`src/rtl/cnu_serial_acc.sv`:
```
// Serial min-sum check-node accumulator: folds one v2c message per cycle
// into {sign product, min1 index, edge count, min1, min2} for the current row.
module cnu_serial_acc #(
   parameter int D_WID = 8
) (
   input  logic                 clk,
   input  logic                 reset_n,
   input  logic                 clr,
   input  logic                 v2c_vld,
   input  logic                 v2c_sgn,
   input  logic [D_WID-1:0]     v2c_mag,
   input  logic                 v2c_last,
   output logic [2*D_WID+9:0]   cnu_q,
   output logic                 cnu_vld,
   output logic                 busy,
   output logic                 err_ovf
);

   localparam logic [0:0] S_IDLE = 1'b0;
   localparam logic [0:0] S_ACC  = 1'b1;

   logic [0:0]       state;
   logic             sgn_q;
   logic [D_WID-1:0] min1_q;
   logic [D_WID-1:0] min2_q;
   logic [4:0]       idx_q;
   logic [5:0]       cnt_q;

   logic             first;
   logic             ovf_edge;
   logic             nx_sgn;
   logic [D_WID-1:0] nx_min1;
   logic [D_WID-1:0] nx_min2;
   logic [4:0]       nx_idx;
   logic [5:0]       nx_cnt;
   logic [3:0]       cnt_fld;

   assign first = (state == S_IDLE);
   // Edge index k equals the count held so far; k >= 32 is an overflow edge
   assign ovf_edge = !first && cnt_q[5];

   always_comb begin
      nx_sgn  = sgn_q;
      nx_min1 = min1_q;
      nx_min2 = min2_q;
      nx_idx  = idx_q;
      nx_cnt  = cnt_q;
      if (first) begin
         nx_sgn  = v2c_sgn;
         nx_min1 = v2c_mag;
         nx_min2 = '1;
         nx_idx  = 5'd0;
         nx_cnt  = 6'd1;
      end else begin
         nx_sgn = sgn_q ^ v2c_sgn;
         nx_cnt = (&cnt_q) ? cnt_q : cnt_q + 6'd1;
         if (!ovf_edge && (v2c_mag < min1_q)) begin
            nx_min2 = min1_q;
            nx_min1 = v2c_mag;
            nx_idx  = cnt_q[4:0];
         end else if (v2c_mag < min2_q) begin
            nx_min2 = v2c_mag;
         end
      end
   end

   assign cnt_fld = (nx_cnt > 6'd15) ? 4'hF : nx_cnt[3:0];
   assign busy    = (state == S_ACC);

   always_ff @(posedge clk or negedge reset_n) begin
      if (!reset_n) begin
         state   <= S_IDLE;
         sgn_q   <= 1'b0;
         min1_q  <= '0;
         min2_q  <= '0;
         idx_q   <= 5'd0;
         cnt_q   <= 6'd0;
         cnu_q   <= '0;
         cnu_vld <= 1'b0;
         err_ovf <= 1'b0;
      end else if (clr) begin
         // Partial row is dropped; the last record stays visible
         state   <= S_IDLE;
         cnt_q   <= 6'd0;
         cnu_vld <= 1'b0;
         err_ovf <= 1'b0;
      end else begin
         cnu_vld <= 1'b0;
         if (v2c_vld) begin
            sgn_q  <= nx_sgn;
            min1_q <= nx_min1;
            min2_q <= nx_min2;
            idx_q  <= nx_idx;
            cnt_q  <= nx_cnt;
            if (ovf_edge)
               err_ovf <= 1'b1;
            if (v2c_last) begin
               cnu_q   <= {nx_sgn, nx_idx, cnt_fld, nx_min1, nx_min2};
               cnu_vld <= 1'b1;
               cnt_q   <= 6'd0;
               state   <= S_IDLE;
            end else begin
               state <= S_ACC;
            end
         end
      end
   end

endmodule

```
`config.mk`:
```
export PLATFORM = sky130hd
export DESIGN_NAME = cnu_serial_acc
export DESIGN_NICKNAME = d
export VERILOG_FILES = /design/src/rtl/cnu_serial_acc.sv
export SDC_FILE = /design/constraint.sdc
export NUM_CORES = 1
export LEC_CHECK = 0
export ABC_AREA = 1
export CAP_MARGIN = 20
export CORE_MARGIN = 3
export CORE_UTILIZATION = 42
export DETAILED_ROUTE_END_ITERATION = 16
export PLACE_DENSITY_LB_ADDON = 0.1
export SLEW_MARGIN = 10
export SYNTH_ARGS = -nofsm -noshare
export SYNTH_HDL_FRONTEND = slang
export SYNTH_SLANG_ARGS = --single-unit
```
`constraint.sdc`:
```
create_clock -name clk -period 5.41 [get_ports clk]
set_input_delay 0.541 -clock clk [delete_from_list [all_inputs] [get_ports clk]]
set_output_delay 0.541 -clock clk [all_outputs]
set_load 0.02 [all_outputs]
```
==> flow_metrics.tcl, run 1 <==
set metrics [dict create \
    synth_nets 447 \
    slew-limit-headroom 0.4740 \
    dp_slack_ns 2.600 \
    dp_hpwl_um 5072 \
    die_area_um2 8624 \
    status "finished, final reports clean" \
    cts_tree "yes" \
    drv_cap 0 \
    clock-root-buffer "clkbuf_8" \
    switching_share 0.3269 \
    cp_cell_sequence "clkdlybuf4s50_1 > ha_1 > a21oi_1 > o21a_1 > nand3_4 > nand2_2 > nand2_1 > nand3_1 > o21ai_0" \
    worst_pin_slew_ns 0.7882 \
    clock_path_buffers 2 \
    post_cts_buffers 0 \
    final_util 0.5261 \
    diodes 0 \
    power_frac_clock 0.321 \
    path_clk_slew_ns 0.07 \
    post-route-period-util 0.4531 \
    cts_resized 0 \
    final_antenna_net_count 0 \
    wl_um 7489 \
    cp_max_fo 27 \
    pin_count 43 \
    max-vdd-ir-drop_mv 0.1373 \
    p_switching_w 0.0003957 \
    core_um2 7292 \
    crit_path_top_delay_cell "clkdlybuf4s50_1" \
    tns_ns 0 \
    crit_buf_inv 1 \
    pwr-share-comb 0.264 \
    synth-seq-cells 57 \
    finalSetupViolations 0 \
    wl_per_cell_um 13.33 \
    final_layout_size_suffix_gt1_frac 0.07127 \
    cp-start-kind "primary input" \
    powerDensity_nw_per_um2 315.5 \
    grt_pass1_wl_um 12920 \
    power_leakage_nw 1.984 \
    dpl_cell_area_um2 3649 \
    nFillCells 765 \
    worst_slack_ns 2.959 \
    drt_iter0_markers 135 \
    cts_htree_levels 3 \
    hold_path_class "primary input to asynchronous set/reset pin" \
    syn_area_um2 3169 \
    fp.dieH_um 92.87 \
    yosysUniqueCellTypes 29 \
    yosysSeqAreaShare 0.4501 \
    dr.pass1.iters 4 \
    fin_cells 562 \
    worstSetupPathType "primary input to flip-flop" \
    clk_latency_ns 0.34 \
    p_int_w 0.0008146 \
    slew_violations 0 \
    rsz0062_at_grt "false" \
    cts_hold_buf 0 \
    design_area_um2 3836 \
    grt_overflow 0 \
    gp_congestion 0.8266 \
    dpl.cell_count 546 \
    remaining_drc_errors 0 \
    dieWidth_um 92.87 \
    regArea_um2 1426 \
    synth_area_leaders "dfrtp_1 (45%), nand2_1 (18%), nand3_1 (8.8%)" \
    power.share.sequential 0.415 \
    antenna_found_initial 0 \
    cpPeakStageDelay_ns 0.47 \
    period_needed_ns 2.451 \
    fin_skew_ns 0.01027 \
    worst-endpoint-required_ns 5.62 \
    end_kind "flip-flop" \
    via_per_inst 4.940 \
    crit_family "simple AND/OR/NAND/NOR gates" \
    row_count 31 \
    syn_to_final_growth_pct 21.04 \
    crit_arrival_ns 2.66 \
    hold_viol 0 \
    portBuffers 42 \
    yosysWarnings 0 \
    nets 487 \
    initial_core_util 0.4346 \
    multi_input_area_um2 1458 \
    syn_inst 418 \
    grt_max_degree 58 \
    synth_top_area_frac 0.4501 \
    cts_made_buffers 9 \
    num_vias 2776 \
    avgSynthCellArea_um2 7.582 \
    grt_pass1_vias 2674 \
    synth_area_leader_cell "dfrtp_1" \
    fmax_mhz 408.0 \
    grt.total_usage 0.1907 \
    clkSinkCount 57 \
]
cell usage after synthesis:
cell	count
a21oi_1	7
o21ai_2	4
o21ai_0	11
nand3_4	1
buf_2	5
buf_4	4
dfrtp_1	57
o211ai_1	2
nor2_2	1
nand4_1	8
inv_2	2
o22a_1	1
o21ai_1	5
o31ai_1	1
o22ai_1	6
nand2_4	1
nand2_2	2
buf_6	1
buf_1	2
clkbuf_1	5
inv_1	50
xor2_1	2
or2_2	1
o21a_1	1
nor3_4	1
ha_1	15
nand3_1	56
nand2_1	156
nor2_1	10
final timing paths:
path                       cells past startpoint        from  slack [ns]         to
setup / recovery                               9  v2c_mag[5]        2.96  min1_q[0]
hold / removal                                 2     reset_n        0.34   cnu_q[6]
setup reg to reg                               9   min1_q[7]        3.20  min1_q[0]
hold reg to reg                                2    cnu_q[3]        0.47   cnu_q[3]
max in group asynchronous                      2     reset_n        4.60    err_ovf
min in group clk                               2    cnu_q[3]        0.47   cnu_q[3]
cells by family after synthesis:
logic type	synth area share
simple gates	0.3229
buf+inv	0.09080
compound gates	0.07145
xor+xnor	0.005528
fa+ha+maj	0.05922
flops	0.4501
metrics by stage:
step                      hold WS (ns)  power (W)
final                           0.3431   0.001210
after detailed placement        0.4637  0.0008296
after floorplan                 0.2454  0.0007175
after CTS                       0.3658   0.001226
after global routing            0.4032   0.001291
after global placement          0.4606  0.0008267
placed cells by master (no fill, tap or decap), drive strengths merged, types with 5 or more instances in the layout:
cell type	count
ha	15
nand2	159
inv	52
a21oi	7
buf	5
dfrtp	57
o22ai	6
nand3	57
nand4	8
clkdlybuf4s50	41
clkbuf	11
nor2	11
o21ai	20
state kept, by name (all words and copies together) (netlist names):
| register | flops |
|---|---|
| min2_q | 8 |
| busy | 1 |
| cnu_vld | 1 |
| min1_q | 8 |
| sgn_q | 1 |
| idx_q | 5 |
| err_ovf | 1 |
| cnu_q | 26 |
| cnt_q | 6 |
final cells by class:
type                    count  share of cell area
clock inverters             5             0.01468
well taps                  99             0.03229
repair buffers             46              0.1161
clock buffers              11             0.03425
inverters                  52             0.05088
multi-input cells         292              0.3800
flip-flops and latches     57              0.3718
routing by layer:
layer	global-route usage	vias to the layer above	share of wire
met2	0.2879	53	0.44
met3	0.04062	9	0.041
li1	-	1420	-
met5	0	-	0
met4	0.08181	0	0.017
met1	0.2636	1294	0.51
power groups by stage:
stage | clock network [W] | registers [W] | logic [W]
after floorplan | 0 | 0.000542 | 0.000176
after global placement | 0 | 0.000510 | 0.000317
after detailed placement | 0 | 0.000509 | 0.000321
after CTS | 0.000400 | 0.000502 | 0.000324
after global routing | 0.000419 | 0.000509 | 0.000362
final | 0.000388 | 0.000502 | 0.000319
Note: power is estimated with default switching activity, not from simulation.
==> run 2: changes to the inputs <==
clock period = 2.3 ns   (was 5.41 ns; I/O delays follow)
==> run 2 against run 1 <==
- first-iteration DRC count increased by 0.74%
- critical endpoint is now min2_q[5]
- global-route usage decreased by 0.17 points
- non-clock buffer count increased by 12
- combinational power increased by 150%
- power increased by 140%
==> flow_metrics.tcl, run 2 (same netlist as run 1, synthesis figures left out) <==
set metrics [dict create \
    drt_iter0_markers 136 \
    final_antenna_net_count 0 \
    grt_max_degree 37 \
    powerDensity_nw_per_um2 738.5 \
    num_vias 2805 \
    grt_pass1_wl_um 12990 \
    tns_ns 0 \
    cp_cell_sequence "inv_1 > ha_1 > a21oi_1 > o21a_1 > nand3_4 > buf_4 > nand3_1 > nand2_1 > nand2_1 > nand2_1" \
    max-vdd-ir-drop_mv 0.3788 \
    cts_made_buffers 9 \
    gp_congestion 0.8708 \
    worst_pin_slew_ns 0.7722 \
    hold_slack_ns 0.4483 \
    wl_per_cell_um 13.11 \
    dp_hpwl_um 5421 \
    cts_tree "yes" \
    nFillCells 729 \
    crit_path_top_delay_cell "dfrtp_1" \
    cts_htree_levels 3 \
    row_count 31 \
    cp_max_fo 16 \
    rsz0062_at_grt "false" \
    syn_to_final_growth_pct 24.60 \
    antenna_found_initial 0 \
    hold_path_class "primary input to asynchronous set/reset pin" \
    dieWidth_um 92.87 \
    largest-register "cnu_q" \
    layout_common_cells "nand2_1 (156), dfrtp_1 (57), nand3_1 (56), inv_1 (50), clkdlybuf4s50_1 (41)" \
    hold_viol 0 \
    power_leakage_nw 2.053 \
    cp-start-kind "flip-flop" \
    wl_um 7510 \
    fin_skew_ns 0.007497 \
    cts_resized 0 \
    slew_violations 0 \
    nets 499 \
    grt_pass1_vias 2741 \
    end_kind "flip-flop" \
    via_per_inst 4.895 \
    core_um2 7292 \
    portBuffers 42 \
    remaining_drc_errors 0 \
    initial_core_util 0.4346 \
    status "finished, final reports clean" \
    largest_register_ff_count 26 \
    pin_count 43 \
    worst-endpoint-required_ns 2.52 \
    grt_overflow 0 \
    grt.total_usage 0.1890 \
    cpPeakStageDelay_ns 0.39 \
    path_clk_slew_ns 0.07 \
    finalSetupViolations 0 \
    drv_cap 0 \
    post-route-period-util 0.8742 \
    clk_latency_ns 0.33 \
    clock-root-buffer "clkbuf_8" \
    die_area_um2 8624 \
    period_needed_ns 2.011 \
    fp.dieH_um 92.87 \
    diodes 0 \
    worstSetupPathType "flip-flop to flip-flop" \
    crit_buf_inv 2 \
    clock_path_buffers 2 \
    final_layout_size_suffix_gt1_frac 0.09283 \
    dr.pass1.iters 4 \
    path_common_cell "nand2_1" \
    top_regs "cnu_q: 26 flops, min1_q: 8 flops, min2_q: 8 flops" \
    crit_family "simple AND/OR/NAND/NOR gates" \
    post_cts_buffers 0 \
    crit_arrival_ns 2.23 \
    layout_commonest_cell "nand2_1" \
    clkSinkCount 57 \
    slew-limit-headroom 0.4846 \
    fmax_mhz 497.3 \
]
run 2: stage by stage:
stage	util	instance area, um^2	setup WS [ns]	cells	power [W]
global placement	0.5134	3744	0.06587	557	0.001985
detailed placement	0.5134	3744	0.03319	557	0.001998
finish	0.5415	3949	0.2893	573	0.002916
CTS	0.5415	3949	0.2983	573	0.002948
global route	0.5415	3949	0.1453	573	0.003100
floorplan	-	3169	0.5981	418	0.001688
run 2: worst paths after layout:
check | depth (start not counted) | slack, ns | startpoint | end
max | 10 | 0.29 | min1_q[7] | min2_q[5]
min | 2 | 0.45 | reset_n | min2_q[4]
max reg2reg | 10 | 0.29 | min1_q[7] | min2_q[5]
min reg2reg | 2 | 0.48 | cnu_q[1] | cnu_q[1]
max in group asynchronous | 3 | 1.27 | reset_n | cnu_q[19]
min in group clk | 2 | 0.48 | cnu_q[1] | cnu_q[1]
run 2: final cells by class:
class | count | area, um^2 | share of cell area
Tap cell | 99 | 123.9 | 0.03137
Sequential cell | 57 | 1426 | 0.3612
Multi-Input combinational cell | 292 | 1458 | 0.3691
Inverter | 52 | 195.2 | 0.04943
Timing Repair Buffer | 58 | 550.5 | 0.1394
Clock buffer | 12 | 155.1 | 0.03929
Clock inverter | 3 | 40.04 | 0.01014
run 2: report_power, final:
part	switching, W	total (W)	internal (W)	leakage, nW
sequential	0.0000644	0.00118	0.00112	0.719
combinational	0.000460	0.000796	0.000336	1.23
clock	0.000389	0.000939	0.000550	0.102
run 2: worst reg2reg max path: cells and delay by family (launching register included):
| family | cells | cell delay [ns] |
|---|---|---|
| AO/OA/AOI/OAI | 2 | 0.41 |
| adder cells (fa/ha/maj) | 1 | 0.25 |
| buffers and inverters | 2 | 0.36 |
| AND/OR/NAND/NOR | 5 | 0.50 |
| flip-flops | 1 | 0.39 |
run 2: timing repair:
item / CTS / global route
hold endpoints to repair: 26 / 0
setup endpoints to repair: 0 / 0
hold buffers: 1 / 0
run 2: routing by layer:
metal | global-route usage | routed length, um | up-vias
met5 | 0 | 0 | -
met4 | 0.05250 | 78 | 0
met3 | 0.04468 | 342 | 8
met2 | 0.2885 | 3320 | 64
met1 | 0.2682 | 3768 | 1296
li1 | - | - | 1437
